### config.mk
export PLATFORM = sky130hd
export DESIGN_NAME = fu_br_q
export DESIGN_NICKNAME = d
export VERILOG_FILES = /design/src/rtl/fu_br_q_pkg.sv /design/src/rtl/fu_br_q_br_eval.sv /design/src/rtl/fu_br_q.sv
export SDC_FILE = /design/constraint.sdc
export NUM_CORES = 1
export LEC_CHECK = 0
export BUFFER_PORTS_ARGS = -buffer_cell sky130_fd_sc_hd__buf_2
export CAP_MARGIN = 20
export CORE_ASPECT_RATIO = 1.2
export CORE_MARGIN = 10
export CORE_UTILIZATION = 53
export DETAILED_ROUTE_END_ITERATION = 10
export GPL_TIMING_DRIVEN = 1
export PLACE_DENSITY = 0.84
export SLEW_MARGIN = 25
export SYNTH_ARGS = -nofsm -noshare
export SYNTH_HDL_FRONTEND = slang
export SYNTH_HIERARCHICAL = 1
export SYNTH_SLANG_ARGS = --single-unit
### constraint.sdc
create_clock -name clk -period 16.5 [get_ports clk]
set_clock_uncertainty 0.1 [all_clocks]
set_input_delay 0.825 -clock clk [delete_from_list [all_inputs] [get_ports clk]]
set_output_delay 0.825 -clock clk [all_outputs]
set_load 0.02 [all_outputs]
### src/rtl/fu_br_q_pkg.sv
// Shared decode constants and result-queue entry layout for the branch resolution unit.
package fu_br_q_pkg;

    localparam logic [5:0] BR_INST  = 6'h30;
    localparam logic [5:0] BSR_INST = 6'h34;
    localparam logic [2:0] JMP_GRP  = 3'b011;   // opcodes 6'h18..6'h1f
    localparam logic [1:0] CBR_GRP  = 2'b11;    // opcodes 6'h30..6'h3f

    localparam int unsigned ZERO_REG = 31;

    // Entry field widths; the top's width parameters must not exceed these.
    localparam int unsigned Q_XLEN   = 64;
    localparam int unsigned Q_PRF_W  = 6;
    localparam int unsigned Q_ROB_W  = 6;
    localparam int unsigned Q_MASK_W = 4;

    typedef struct packed {
        logic                valid;
        logic [Q_PRF_W-1:0]  dest_tag;
        logic [Q_XLEN-1:0]   value;
        logic [Q_ROB_W-1:0]  rob_idx;
        logic [Q_MASK_W-1:0] br_mask;
    } br_q_entry_t;

endpackage

### src/rtl/fu_br_q_br_eval.sv
// Combinational branch evaluation: direction, target, link need and mispredict check.
module fu_br_q_br_eval
    import fu_br_q_pkg::*;
#(
    parameter int unsigned XLEN = 64
) (
    input  logic [XLEN-1:0] i_npc,
    input  logic [XLEN-1:0] i_opa,
    input  logic [XLEN-1:0] i_opb,
    input  logic [31:0]     i_inst,
    input  logic            i_pred_taken,
    input  logic [XLEN-1:0] i_pred_target,
    output logic            o_taken_c,
    output logic            o_link_c,
    output logic            o_mispredict_c,
    output logic [XLEN-1:0] o_recovery_target_c
);

    logic [5:0]      w_op;
    logic [2:0]      w_func;
    logic            w_is_jump;
    logic            w_is_uncond;
    logic            w_is_cond;
    logic            w_cond;
    logic            w_opa_zero;
    logic [XLEN-1:0] w_disp;
    logic [XLEN-1:0] w_target;
    logic            w_unused_fields;

    assign w_op        = i_inst[31:26];
    assign w_func      = i_inst[28:26];
    assign w_is_jump   = (i_inst[31:29] == JMP_GRP);
    assign w_is_uncond = (w_op == BR_INST) || (w_op == BSR_INST);
    assign w_is_cond   = (i_inst[31:30] == CBR_GRP) && !w_is_uncond;
    assign w_opa_zero  = (i_opa == '0);

    // Register A field and the low target bits of regB play no part in resolution.
    assign w_unused_fields = ^{i_inst[25:21], i_opb[1:0]};

    assign w_disp = {{(XLEN-23){i_inst[20]}}, i_inst[20:0], 2'b00};

    always_comb begin
        w_cond = 1'b0;
        case (w_func[1:0])
            2'b00:   w_cond = !i_opa[0];
            2'b01:   w_cond = w_opa_zero;
            2'b10:   w_cond = i_opa[XLEN-1];
            default: w_cond = i_opa[XLEN-1] || w_opa_zero;
        endcase
        w_cond = w_cond ^ w_func[2];
    end

    assign w_target  = w_is_jump ? {i_opb[XLEN-1:2], 2'b00} : (i_npc + w_disp);
    assign o_taken_c = w_is_jump || w_is_uncond || (w_is_cond && w_cond);
    assign o_link_c  = w_is_jump || w_is_uncond;

    assign o_mispredict_c      = (o_taken_c != i_pred_taken) ||
                                 (o_taken_c && (w_target != i_pred_target));
    assign o_recovery_target_c = o_taken_c ? w_target : i_npc;

endmodule

### src/rtl/fu_br_q.sv
// Branch resolution unit with a DEPTH-entry link-writeback queue that tracks branch masks
// for squash and clear.
module fu_br_q
    import fu_br_q_pkg::*;
#(
    parameter int unsigned XLEN      = 64,
    parameter int unsigned PRF_IDX_W = 6,
    parameter int unsigned ROB_IDX_W = 5,
    parameter int unsigned BR_MASK_W = 4,
    parameter int unsigned DEPTH     = 4
) (
    input  logic                 clk,
    input  logic                 rst,
    input  logic                 start_i,
    output logic                 ready_o,
    input  logic [XLEN-1:0]      npc_i,
    input  logic [XLEN-1:0]      opa_i,
    input  logic [XLEN-1:0]      opb_i,
    input  logic [31:0]          inst_i,
    input  logic [PRF_IDX_W-1:0] dest_tag_i,
    input  logic [ROB_IDX_W:0]   rob_idx_i,
    input  logic [BR_MASK_W-1:0] br_mask_i,
    input  logic                 pred_taken_i,
    input  logic [XLEN-1:0]      pred_target_i,
    input  logic                 rob_br_recovery_i,
    input  logic [BR_MASK_W-1:0] rob_br_tag_fix_i,
    input  logic                 br_clear_i,
    input  logic [BR_MASK_W-1:0] br_clear_tag_i,
    output logic                 resolve_valid_o,
    output logic [ROB_IDX_W:0]   resolve_rob_idx_o,
    output logic                 resolve_taken_o,
    output logic                 mispredict_o,
    output logic [XLEN-1:0]      recovery_target_o,
    output logic                 wb_valid_o,
    input  logic                 wb_ack_i,
    output logic [PRF_IDX_W-1:0] wb_dest_tag_o,
    output logic [XLEN-1:0]      wb_value_o,
    output logic [ROB_IDX_W:0]   wb_rob_idx_o,
    output logic [BR_MASK_W-1:0] wb_br_mask_o
);

    localparam int unsigned PTR_W = $clog2(DEPTH);
    localparam int unsigned CNT_W = PTR_W + 1;

    br_q_entry_t          r_q [DEPTH];
    br_q_entry_t          w_q_next [DEPTH];
    br_q_entry_t          w_new_entry;
    br_q_entry_t          w_head;
    logic [PTR_W-1:0]     r_head;
    logic [PTR_W-1:0]     r_tail;
    logic [CNT_W-1:0]     r_count;

    logic                 r_resolve_valid;
    logic [ROB_IDX_W:0]   r_resolve_rob_idx;
    logic                 r_resolve_taken;
    logic                 r_mispredict;
    logic [XLEN-1:0]      r_recovery_target;

    logic                 w_taken;
    logic                 w_link;
    logic                 w_mispredict;
    logic [XLEN-1:0]      w_recovery_target;
    logic                 w_ready;
    logic                 w_nonempty;
    logic                 w_fire;
    logic                 w_drop;
    logic                 w_accept;
    logic                 w_enq;
    logic                 w_pop;
    logic [BR_MASK_W-1:0] w_clear_mask;

    fu_br_q_br_eval #(
        .XLEN (XLEN)
    ) u_br_eval (
        .i_npc               (npc_i),
        .i_opa               (opa_i),
        .i_opb               (opb_i),
        .i_inst              (inst_i),
        .i_pred_taken        (pred_taken_i),
        .i_pred_target       (pred_target_i),
        .o_taken_c           (w_taken),
        .o_link_c            (w_link),
        .o_mispredict_c      (w_mispredict),
        .o_recovery_target_c (w_recovery_target)
    );

    assign w_ready      = (r_count < CNT_W'(DEPTH));
    assign w_nonempty   = (r_count != '0);
    assign w_head       = r_q[r_head];
    assign w_fire       = start_i && w_ready;
    // An issue whose own mask is being squashed this cycle leaves no trace at all.
    assign w_drop       = rob_br_recovery_i && ((br_mask_i & rob_br_tag_fix_i) != '0);
    assign w_accept     = w_fire && !w_drop;
    assign w_enq        = w_accept && w_link && (dest_tag_i != PRF_IDX_W'(ZERO_REG));
    assign w_clear_mask = br_clear_i ? br_clear_tag_i : '0;
    // Squashed holes at the head retire on their own without a CDB handshake.
    assign w_pop        = w_nonempty && (!w_head.valid || wb_ack_i);

    always_comb begin
        w_new_entry          = '0;
        w_new_entry.valid    = 1'b1;
        w_new_entry.dest_tag = Q_PRF_W'(dest_tag_i);
        w_new_entry.value    = Q_XLEN'(npc_i);
        w_new_entry.rob_idx  = Q_ROB_W'(rob_idx_i);
        w_new_entry.br_mask  = Q_MASK_W'(br_mask_i & ~w_clear_mask);
    end

    // Squash tests the mask before this cycle's clear is applied.
    always_comb begin
        for (int unsigned i = 0; i < DEPTH; i++) begin
            w_q_next[PTR_W'(i)] = r_q[PTR_W'(i)];
            if (rob_br_recovery_i &&
                ((BR_MASK_W'(r_q[PTR_W'(i)].br_mask) & rob_br_tag_fix_i) != '0)) begin
                w_q_next[PTR_W'(i)].valid = 1'b0;
            end
            w_q_next[PTR_W'(i)].br_mask = r_q[PTR_W'(i)].br_mask & ~Q_MASK_W'(w_clear_mask);
        end
        if (w_enq) begin
            w_q_next[r_tail] = w_new_entry;
        end
    end

    always_ff @(posedge clk or posedge rst) begin
        if (rst) begin
            r_q     <= '{default: '0};
            r_head  <= '0;
            r_tail  <= '0;
            r_count <= '0;
        end else begin
            r_q    <= w_q_next;
            r_head <= r_head + PTR_W'(w_pop);
            r_tail <= r_tail + PTR_W'(w_enq);
            case ({w_enq, w_pop})
                2'b10:   r_count <= r_count + CNT_W'(1);
                2'b01:   r_count <= r_count - CNT_W'(1);
                default: r_count <= r_count;
            endcase
        end
    end

    always_ff @(posedge clk or posedge rst) begin
        if (rst) begin
            r_resolve_valid   <= 1'b0;
            r_resolve_rob_idx <= '0;
            r_resolve_taken   <= 1'b0;
            r_mispredict      <= 1'b0;
            r_recovery_target <= '0;
        end else begin
            r_resolve_valid <= w_accept;
            r_resolve_taken <= w_accept && w_taken;
            r_mispredict    <= w_accept && w_mispredict;
            if (w_accept) begin
                r_resolve_rob_idx <= rob_idx_i;
                r_recovery_target <= w_recovery_target;
            end
        end
    end

    assign ready_o           = w_ready;
    assign resolve_valid_o   = r_resolve_valid;
    assign resolve_rob_idx_o = r_resolve_rob_idx;
    assign resolve_taken_o   = r_resolve_taken;
    assign mispredict_o      = r_mispredict;
    assign recovery_target_o = r_recovery_target;

    assign wb_valid_o    = w_nonempty && w_head.valid;
    assign wb_dest_tag_o = PRF_IDX_W'(w_head.dest_tag);
    assign wb_value_o    = XLEN'(w_head.value);
    assign wb_rob_idx_o  = (ROB_IDX_W + 1)'(w_head.rob_idx);
    assign wb_br_mask_o  = BR_MASK_W'(w_head.br_mask);

endmodule

Word level (Yosys, flattened, before mapping) --
Cells that the tools add are included.
Word-level totals: register bits 404, latch bits 0, memory bits (writable) 0, memory bits (read-only) 0, input bits 319, output and inout bits 155, word-level logic and storage cells 114, memories 0
Cells by class: add/sub/neg operators 5, multipliers 0, div/mod/pow operators 0, magnitude comparators 4, eq/ne operators 11, shift-type cells 0, muxes and demuxes 16, bitwise gates (word level) 14, reductions and logical operators 36
Operator list (count):
- $bwmux 324 | 1
- $mux 324 | 1
- $mux 81 | 3
- $bmux 81 s2 | 1
- $demux 81 s2 | 1
- $mux 64 | 2
- $add 64x64->64 | 1
- $logic_not 64->1 | 1
- $ne 64x64->1 | 1
- $and 4x4->4 | 10
- $reduce_bool 4->1 | 5
- $logic_and 1x1->1 | 17
- $eq 6x6->1 const B | 2
- $eq 2x2->1 const B | 3
- $ge 3x3->1 const B | 2
- $logic_or 1x1->1 | 6
- $ne 6x5->1 const B | 1
- $not 2->3 | 2
- $pmux 3 s2 | 1
- $add 2x1->2 | 2
- $eq 2x1->1 const B | 2
- $logic_not 1->1 | 4
- $mux 1 | 4
- $mux 4 | 1
- 12 further kinds | 12

Logic depth before layout (Yosys ltp) --
Gate-level depths: netlist (run 1).
depth after elaboration 9, depth in mapped cells 16, depth with buffers taken out 16

Cells and area by module --
Netlist (run 1), hierarchy kept.
By module, submodules not included:
- fu_br_q | times used 1, cells each 1016, area each 17636.9 sq um, sequential area each 10109.7 sq um
- fu_br_q_br_eval | times used 1, cells each 1214, area each 7616.1 sq um, sequential area each 0.0 sq um

Least setup slack after synthesis (run 1) --
OpenSTA, ideal clock, no wires.
path type input to register, start input npc_i[2], end register r_mispredict, in the netlist mispredict_o, library setup time 119 ps, arrival 3987 ps, data required time 16281 ps, path slack 12293 ps, stages 16, path buffers 0, cell sequence ha_1 > inv_1 > fa_1 > nor2b_1 > o21a_1 > o21ai_1 > a2111oi_0 > nor4_1 > o31ai_1 > xnor2_1 > o211ai_1 > or4_1 > nor4_1 > nand4_1 > o21a_1 > and2_1
On the way: word-level cells in the longest chain between the ends 6
Ends and longest elaborated chain:
- from (decl) | RTL line fu_br_q.sv:16 | input logic [XLEN-1:0] npc_i,
- $add 64x64->64 | RTL line fu_br_q_br_eval.sv:53 | assign w_target = w_is_jump ? {i_opb[XLEN-1:2], 2'b00} : (i_npc + w_disp);
- $mux 64 | RTL line fu_br_q_br_eval.sv:53
- $ne 64x64->1 | RTL line fu_br_q_br_eval.sv:58 | (o_taken_c && (w_target != i_pred_target));
- $logic_and 1x1->1 | RTL line fu_br_q_br_eval.sv:58
- $logic_or 1x1->1 | RTL line fu_br_q_br_eval.sv:57 | assign o_mispredict_c = (o_taken_c != i_pred_taken) ||
- net w_mispredict | RTL line fu_br_q.sv:61 | logic w_mispredict;
- $logic_and 1x1->1 | RTL line fu_br_q.sv:151 | r_mispredict <= w_accept && w_mispredict;
- to (signal assigned) | RTL line fu_br_q.sv:151
- to (decl) | RTL line fu_br_q.sv:56 | logic r_mispredict;
The timed path passes the listed nets, and every way through them passes these cells. A chain may end at the register's enable or synchronous reset.

Worst setup path in the final report (run 1) --
start input inst_i[20], end register r_mispredict, in the netlist mispredict_o
On the way: word-level cells in the longest chain between the ends 6
Ends and longest elaborated chain:
- from (decl) | RTL line fu_br_q.sv:19 | input logic [31:0] inst_i,
- $add 64x64->64 | RTL line fu_br_q_br_eval.sv:53
- $mux 64 | RTL line fu_br_q_br_eval.sv:53
- $ne 64x64->1 | RTL line fu_br_q_br_eval.sv:58
- $logic_and 1x1->1 | RTL line fu_br_q_br_eval.sv:58
- $logic_or 1x1->1 | RTL line fu_br_q_br_eval.sv:57
- net w_mispredict | RTL line fu_br_q.sv:61
- $logic_and 1x1->1 | RTL line fu_br_q.sv:151
The timed path passes the listed nets, and every way through them passes these cells.

==> results.json, run 1 <==
{
  "status": "finished clean",
  "grt_max_degree": 193,
  "yosys.area.top_type": "dfrtp_1",
  "r2r_slack_ns": 12.90,
  "routed_wl_um": 86800,
  "rows": 87,
  "yosysSeqAreaShare": 0.400,
  "crit_arrival_ns": 6.30,
  "grt_pass1_vias": 21700,
  "setup_viol": 0,
  "via_per_inst": 6.29,
  "numCtsBuffers": 42,
  "cts_buffer_depth": 3,
  "crit_path_max_incr_delay_ns": 0.71,
  "drc_errors": 0,
  "nNetsFinal": 3003,
  "critPathMaxFanout": 43,
  "cts_root_buf": "clkbuf_16",
  "max-vdd-ir-drop_mv": 0.111,
  "seq_area_sq_um": 10100,
  "ys_seq_elements": 404,
  "cp-start-kind": "input pin",
  "num_io_pins": 474,
  "maxCapViolations": 0,
  "fin_ws_ns": 10.57,
  "synth_common_cells": "404 x dfrtp_1, 220 x mux2_2, 166 x nand2_1",
  "portBuffers": 466,
  "finalSetupTns_ns": 0,
  "hold_viol": 0,
  "grt_usage": 0.299,
  "cp-endpoint": "mispredict_o",
  "worst_slew_pin_slew_ns": 1.05,
  "die_area_sq_um": 56800,
  "synth_top_area_frac": 0.400,
  "slew_violations": 0,
  "htreeDepth": 2,
  "clkSinkCount": 404,
  "num-fill-cells": 3641,
  "synth.distinct_cells": 90,
  "die_h_um": 259,
  "syn_avg_cell_area_sq_um": 11.3,
  "rr_endpoint": "r_count[2]",
  "synth.yosys.warnings": 6,
  "cts_hold_buf": 0,
  "rsz0062_at_grt": "false",
  "cts_resized": 0,
  "relSlewSlack": 0.298,
  "cts_setup_buffers": 0,
  "ant_nets": 0,
  "critical_path.startpoint": "inst_i[20]",
  "reg2reg_from": "r_head[1]",
  "synthTopCellsByArea": "dfrtp_1 40%, mux2_2 9.8%, mux4_2 7.2%",
  "slowest_stage": "buf_2",
  "hp-class": "input pin to asynchronous set/reset pin",
  "p_total_mw": 4.21,
  "p_leak_nw": 13.8,
  "worstPathRequired_ns": 16.87,
  "synth_nets": 2615,
  "syn_area_sq_um": 25300,
  "power_density_nw_per_um2": 144,
  "start_util": 0.537,
  "dpl.hpwl_um": 64300,
  "fin_crit_sh": 0.359,
  "critical_path.top_delay_family": "simple AND/OR/NAND/NOR gates",
  "cp.depth": 15,
  "antenna_found_initial": 33,
  "grt_overflow_total": 0,
  "synth_ff_type": "dfrtp_1",
  "grt_pass1_wl_um": 131000,
  "syn_inst": 2230,
  "drtPass1Iterations": 7,
  "clkSlewWorstSetupHoldPaths_ns": 0.06,
  "num_vias": 20700,
  "synthArstFlopShare": 1.00,
  "place_ws_ns": 10.10,
  "path_class": "input pin to flip-flop",
  "drt-initial-drc-count": 1840,
  "timing.fmax_ghz": 0.169,
  "insertion_delay_ns": 0.58,
  "endpoint_kind": "flip-flop",
  "die_w_um": 219,
  "synth.most_common_cell": "dfrtp_1",
  "path_cells": "buf_2, ha_1, nand2_1, o21ai_0, nor2_1, nor3b_1, a21oi_1, o31ai_1, xor2_1, mux2i_1, o2111ai_1, nor4_1, nand4_1, o21a_1, and2_1",
  "routabilityCongestion": 0.953,
  "r2r_cells": 9,
  "routedWlPerCell_um": 26.3,
  "cp_num_buf_inv": 1,
  "multi_input_area_sq_um": 14200,
  "min_period_ns": 5.93,
  "fp.coreArea_sq_um": 47000,
  "synth_edf_count": 0,
  "tritoncts": "built",
  "drive_gt1_frac": 0.363,
  "syn2layout_area_growth_pct": 15.8
}
-- layout by cell type, fill, tap and decap left out, drive strengths merged, types with 7 or more instances in the layout --
cell / n
xnor2: 61
or3: 17
o2111ai: 9
o21bai: 7
inv: 36
nor3b: 9
diode: 22
clkinv: 10
buf: 482
ha: 64
and2: 17
mux4: 81
a211oi: 15
xor2: 41
o31ai: 9
o22ai: 7
mux2i: 32
o211ai: 25
nor4: 30
mux2: 390
o21ai: 76
nand3: 31
a21oi: 152
clkbuf: 54
a22o: 11
a21o: 22
and3: 17
nor2: 116
dfrtp: 404
nor3: 40
nand2b: 13
o21a: 21
nand4: 47
a31oi: 30
nand2: 166
-- kinds of logic after synthesis --
family,count (synthesis),synth area share
AO/OA/AOI/OAI,438,0.112
AND/OR/NAND/NOR,544,0.109
flip-flops,404,0.400
buffers and inverters,171,0.0380
multiplexers,503,0.270
XOR/XNOR,104,0.0375
adder cells (fa/ha/maj),66,0.0333
-- routing by layer --
layer  vias to the layer above  track usage  share of wire
li1                       9156            -              -
met4                        34        0.126          0.039
met1                     10500        0.356           0.38
met5                         -            0         0.0026
met2                       810        0.502           0.49
met3                       212       0.0812          0.083
-- through the flow --
stage | util | hold WS, ns | instances | area (sq um)
after CTS | 0.619 | 0.355 | 3270 | 29100
after floorplan | - | 0.341 | 2230 | 25300
final | 0.622 | 0.293 | 3294 | 29200
after detailed placement | 0.589 | 0.369 | 3195 | 27700
after global routing | 0.621 | 0.374 | 3285 | 29200
after global placement | 0.589 | 0.354 | 3195 | 27700
-- cell type report --
| cell class | count | share of cell area |
|---|---|---|
| clock buffers | 54 | 0.0403 |
| inverters | 33 | 0.00454 |
| diodes | 22 | 0.00188 |
| repair buffers | 482 | 0.0855 |
| flip-flops and latches | 404 | 0.346 |
| multi-input cells | 1655 | 0.486 |
| well taps | 623 | 0.0267 |
| clock inverters | 21 | 0.00894 |
-- how the worst min path moves through the flow --
stage	start	end	slack (ns)	cells past startpoint
global placement	r_q[80]	r_q[80]	0.35	1
finish	rst	asynchronous set/reset pin	0.29	2
floorplan	r_q[323]	r_q[323]	0.34	2
detailed placement	r_q[242]	r_q[242]	0.37	1
global route	rst	asynchronous set/reset pin	0.37	2
CTS	rst	asynchronous set/reset pin	0.35	2
-- power breakdown --
part	leakage, nW	total, mW	internal, mW	switching (mW)
sequential	5.31	1.56	1.32	0.240
clock	0.707	1.00	0.587	0.417
combinational	7.83	1.64	0.746	0.891
total	13.8	4.21	2.66	1.55
Power figures use the tool's default switching activity.
==> run 2, diff against run 1 <==
==> constraint.sdc (replaced) <==
create_clock -name clk -period 5.6 [get_ports clk]
set_clock_uncertainty 0.1 [all_clocks]
set_input_delay 0.28 -clock clk [delete_from_list [all_inputs] [get_ports clk]]
set_output_delay 0.28 -clock clk [all_outputs]
set_load 0.02 [all_outputs]
==> run 2 against run 1 <==
Critical path depth rose by 3. Non-clock buffer count up 101. First-iteration DRC count grew 18%. Hold slack worse by 0.26 ns. Via count grew 4.2%. Sequential share of layout area down 1.1 points. Die area unchanged. Worst setup slack got worse by 10 ns. Global-route usage increased by 0.31 points. Sequential power grew to 3.0 times the previous value. Design area grew 3.2%. Final cell count increased by 2.8%. Critical endpoint unchanged. Highest routed layer unchanged.
==> results.json, run 2 (synthesis gave the netlist of run 1 again) <==
{
  "path_class": "input pin to flip-flop",
  "hold_viol": 0,
  "cts_root_buf": "clkbuf_16",
  "start_util": 0.537,
  "grt_max_degree": 184,
  "slowest_stage": "a221oi_2",
  "p_clk_frac": 0.231,
  "drt-initial-drc-count": 2164,
  "tritoncts": "built",
  "p_comb_frac": 0.392,
  "clkSinkCount": 404,
  "grt_pass1_vias": 22500,
  "rsz0062_at_grt": "false",
  "max-vdd-ir-drop_mv": 0.464,
  "grt_overflow_total": 0,
  "fin_crit_sh": 0.919,
  "cts_setup_buffers": 0,
  "hp-class": "input pin to flip-flop",
  "final_area_sq_um": 30200,
  "p_leak_nw": 14.3,
  "min_period_ns": 5.15,
  "setup_viol": 0,
  "layout.cells.non_filler": 3385,
  "critical_path.top_delay_family": "compound AO/OA/AOI/OAI gates",
  "cp-start-kind": "input pin",
  "place_ws_ns": 0.564,
  "worst_slew_pin_slew_ns": 1.03,
  "slew_violations": 0,
  "drive_gt1_frac": 0.351,
  "crit_path_max_incr_delay_ns": 0.86,
  "cts_buffer_depth": 3,
  "p_int_mw": 7.82,
  "ant_nets": 0,
  "dpl.hpwl_um": 64100,
  "endpoint_kind": "flip-flop",
  "timing.fmax_ghz": 0.194,
  "final_common_cell": "buf_2",
  "num_io_pins": 474,
  "portBuffers": 466,
  "antenna_found_initial": 30,
  "numCtsBuffers": 42,
  "multi_input_area_sq_um": 14200,
  "final_core_util": 0.641,
  "switching_share": 0.371,
  "cp_num_buf_inv": 3,
  "routabilityCongestion": 0.963,
  "seqPwrFrac": 0.376,
  "power_density_nw_per_um2": 412,
  "fp.coreArea_sq_um": 47000,
  "critPathMaxFanout": 9,
  "layout_common_cells": "466 x buf_2, 402 x dfrtp_1, 220 x mux2_2",
  "drtPass1Iterations": 5,
  "dp.cells": 3206,
  "crit_arrival_ns": 5.56,
  "cts_resized": 0,
  "routed_wl_um": 88300,
  "path_cells": "dlygate4sd3_1, buf_2, ha_1, inv_1, fa_1, nor2b_1, o21a_1, o21ai_1, nand2_1, a221oi_2, a31oi_1, nor4b_1, a41o_1, o311ai_0, nor4_1, nand4_1, o21a_1, and2_1",
  "drc_errors": 0,
  "grt_usage": 0.303,
  "crit_top_cell": "o21a_1",
  "insertion_delay_ns": 0.57,
  "nNetsFinal": 3104,
  "fin_ws_ns": 0.454,
  "grt_pass1_wl_um": 134000,
  "p_total_mw": 12.4,
  "num-fill-cells": 3493,
  "worstPathRequired_ns": 6.01,
  "critical_path.startpoint": "npc_i[2]",
  "num_vias": 21600,
  "rows": 87,
  "die_h_um": 259,
  "syn2layout_area_growth_pct": 19.5,
  "htreeDepth": 2,
  "die_w_um": 219,
  "worstHoldStart": "pred_taken_i",
  "maxCapViolations": 0,
  "finalSetupTns_ns": 0,
  "p_switching_mw": 4.62,
  "hold_ws_ns": 0.0306,
  "die_area_sq_um": 56800,
  "clkSlewWorstSetupHoldPaths_ns": 0.06,
  "seq_area_sq_um": 10100,
  "routedWlPerCell_um": 26.1,
  "via_per_inst": 6.38,
  "relSlewSlack": 0.312,
  "reg2reg_from": "r_count[2]",
  "cts_hold_buf": 90,
  "status": "finished clean",
  "post_dp_cell_area_sq_um": 27800
}
## run 2: cell types whose count changed in the layout (fill, tap and decap cells not counted), sizes merged
cell and change:
buf +11, bufinv -1, clkbuf +7, clkinv -3
clkinvlp -2, diode -10, dlygate4sd3 +90, inv -1
## run 2: per-layer routing
metal,global-route usage,share of wire
met5,0,0.0023
met4,0.131,0.048
met3,0.0765,0.087
met2,0.508,0.49
met1,0.361,0.37
## run 2: final cells by class
class,instances,area share
multi-input cells,1655,0.471
clock inverters,14,0.00672
flip-flops and latches,404,0.335
well taps,623,0.0258
diodes,12,0.000995
clock buffers,61,0.0392
inverters,33,0.00427
repair buffers,583,0.116
## run 2: worst register-to-register path, cell delays in order, from the launching register on
cell and delay, ns:
dfrtp_1 0.41, and4bb_2 0.36, nand4_4 0.75, buf_4 0.66
mux2i_1 0.22, dlygate4sd3_1 0.58
## run 2: power groups by stage
stage | Combinational, mW | Clock (mW) | Sequential (mW)
3_3_place_gp | 4.62 | 0 | 4.56
4_1_cts | 4.84 | 2.90 | 4.62
2_1_floorplan | 3.13 | 0 | 4.62
6_report | 4.88 | 2.88 | 4.68
3_5_place_dp | 4.76 | 0 | 4.66
5_1_grt | 5.18 | 3.01 | 4.78
## run 2: final timing paths
check / slack [ns] / cells past startpoint / to
min in group asynchronous: 0.18 / 3 / recovery_target_o[46]
setup reg to reg: 2.40 / 5 / r_q[245]
hold / removal: 0.03 / 3 / mispredict_o
setup / recovery: 0.45 / 18 / mispredict_o
max in group asynchronous: 3.84 / 5 / r_head[1]
hold reg to reg: 0.38 / 1 / flip-flop
==> run 3, diff against run 2 <==
--- a/config.mk
+++ b/config.mk
@@ -13,6 +13,7 @@
 export DETAILED_ROUTE_END_ITERATION = 10
 export GPL_TIMING_DRIVEN = 1
 export PLACE_DENSITY = 0.84
+export REMOVE_ABC_BUFFERS = 1
 export SLEW_MARGIN = 25
 export SYNTH_ARGS = -nofsm -noshare
 export SYNTH_HDL_FRONTEND = slang
==> run 3 against run 2 <==
Clock power shrank 5%. Die area is the same. Via count shrank 1.7%.
==> results.json, run 3 (synthesis gave the netlist of run 1 again) <==
{
  "maxCapViolations": 0,
  "status": "finished clean",
  "cp-start-kind": "input pin",
  "place_ws_ns": 0.253,
  "grt_pass1_wl_um": 133000,
  "num_io_pins": 474,
  "drt-initial-drc-count": 1773,
  "crit_arrival_ns": 5.80,
  "crit_path_max_incr_delay_ns": 0.62,
  "drtPass1Iterations": 8,
  "worstHoldPathCells": 2,
  "cts_root_buf": "clkbuf_16",
  "num-fill-cells": 3566,
  "tritoncts": "built",
  "routedWlPerCell_um": 26.1,
  "via_per_inst": 6.26,
  "slew_violations": 0,
  "rows": 87,
  "htreeDepth": 2,
  "p_leak_nw": 14.3,
  "clkSinkCount": 404,
  "p_int_mw": 7.71,
  "slowest_stage": "a2111oi_0",
  "p_clk_frac": 0.223,
  "timing.fmax_ghz": 0.185,
  "r2r_cells": 4,
  "max-vdd-ir-drop_mv": 0.316,
  "worst_slew_pin_slew_ns": 1.05,
  "grt_overflow_total": 0,
  "die_w_um": 219,
  "endpoint_kind": "flip-flop",
  "final_core_util": 0.642,
  "clkSlewWorstSetupHoldPaths_ns": 0.06,
  "p_comb_frac": 0.404,
  "start_util": 0.537,
  "final_common_cell": "buf_2",
  "post_dp_cell_area_sq_um": 27900,
  "cts_resized": 0,
  "hold_viol": 0,
  "critPathMaxFanout": 6,
  "cts_buffer_depth": 3,
  "insertion_delay_ns": 0.59,
  "numCtsBuffers": 42,
  "seq_area_sq_um": 10100,
  "multi_input_area_sq_um": 14200,
  "critical_path.top_delay_family": "simple AND/OR/NAND/NOR gates",
  "routabilityCongestion": 0.972,
  "final_area_sq_um": 30200,
  "num_vias": 21200,
  "worstPathRequired_ns": 5.99,
  "cp_num_buf_inv": 5,
  "syn2layout_area_growth_pct": 19.5,
  "path_cells": "dlygate4sd3_1, buf_2, ha_1, inv_1, fa_1, nor2b_1, o21a_1, o21ai_1, buf_4, a2111oi_0, nor4_1, o31ai_1, xnor2_1, o211ai_1, or4_1, nor4_1, nand4_1, buf_4, o21a_1, and2_1",
  "cp.depth": 20,
  "seqPwrFrac": 0.373,
  "portBuffers": 466,
  "grt_usage": 0.302,
  "die_h_um": 259,
  "layout_common_cells": "466 x buf_2, 402 x dfrtp_1, 220 x mux2_2",
  "hp-class": "input pin to flip-flop",
  "path_class": "input pin to flip-flop",
  "fp.coreArea_sq_um": 47000,
  "relSlewSlack": 0.302,
  "fin_crit_sh": 0.966,
  "power_density_nw_per_um2": 408,
  "setup_viol": 0,
  "die_area_sq_um": 56800,
  "routed_wl_um": 88400,
  "switching_share": 0.374,
  "drive_gt1_frac": 0.354,
  "rsz0062_at_grt": "false",
  "dpl.hpwl_um": 65200,
  "cts_setup_buffers": 0,
  "grt_max_degree": 191,
  "ant_nets": 0,
  "drc_errors": 0,
  "nNetsFinal": 3112,
  "min_period_ns": 5.41,
  "fin_ws_ns": 0.188,
  "antenna_found_initial": 22,
  "p_switching_mw": 4.60,
  "grt_pass1_vias": 22000
}
run 3: routing by layer:
metal  GRT usage  routed length, um  vias to the layer above
li1            -                  -                     9350
met1       0.367              34200                    10600
met2       0.509              43600                     1004
met3      0.0589               6440                      222
met4       0.141               4020                       14
met5           0                 81                        -
run 3: worst paths after layout:
| path | from | end | slack [ns] |
|---|---|---|---|
| worst max-delay path | npc_i[2] | mispredict_o | 0.19 |
| worst min-delay path | npc_i[41] | flip-flop | 0.05 |
| worst max register to register | r_tail[1] | flip-flop | 2.74 |
| worst min register to register | flip-flop | flip-flop | 0.38 |
| max in group asynchronous | rst | asynchronous set/reset pin | 3.94 |
| min in group asynchronous | rst | asynchronous set/reset pin | 0.13 |
run 3: power groups by stage:
stage / clock (mW) / combinational (mW) / sequential [mW]
after floorplan: 0 / 2.91 / 4.82
after global placement: 0 / 4.67 / 4.55
after detailed placement: 0 / 4.79 / 4.67
after CTS: 2.78 / 4.87 / 4.63
after global routing: 2.91 / 5.29 / 4.67
final: 2.75 / 4.98 / 4.59
run 3: stage by stage:
step                hold WS [ns]  cells  setup TNS (ns)  power [mW]
CTS                       0.0238   3376               0        12.3
floorplan                  0.312   2092        -2431.22        7.73
detailed placement         0.176   3218               0        9.46
global route              0.0341   3389               0        12.9
finish                    0.0487   3391               0        12.3
global placement           0.170   3218               0        9.23
run 3: what timing repair did:
action / 4_1_cts / 5_1_grt
setup endpoints to repair: 0 / 0
hold buffers: 86 / 0
hold endpoints to repair: 355 / 0
run 3: cell type report:
cell class / count / share of cell area
antenna: 13 / 0.00108
clock buffer: 60 / 0.0394
timing repair buffer: 591 / 0.118
sequential: 404 / 0.335
clock inverter: 12 / 0.00489
multi-input combinational: 1655 / 0.471
inverter: 33 / 0.00443
tap: 623 / 0.0258
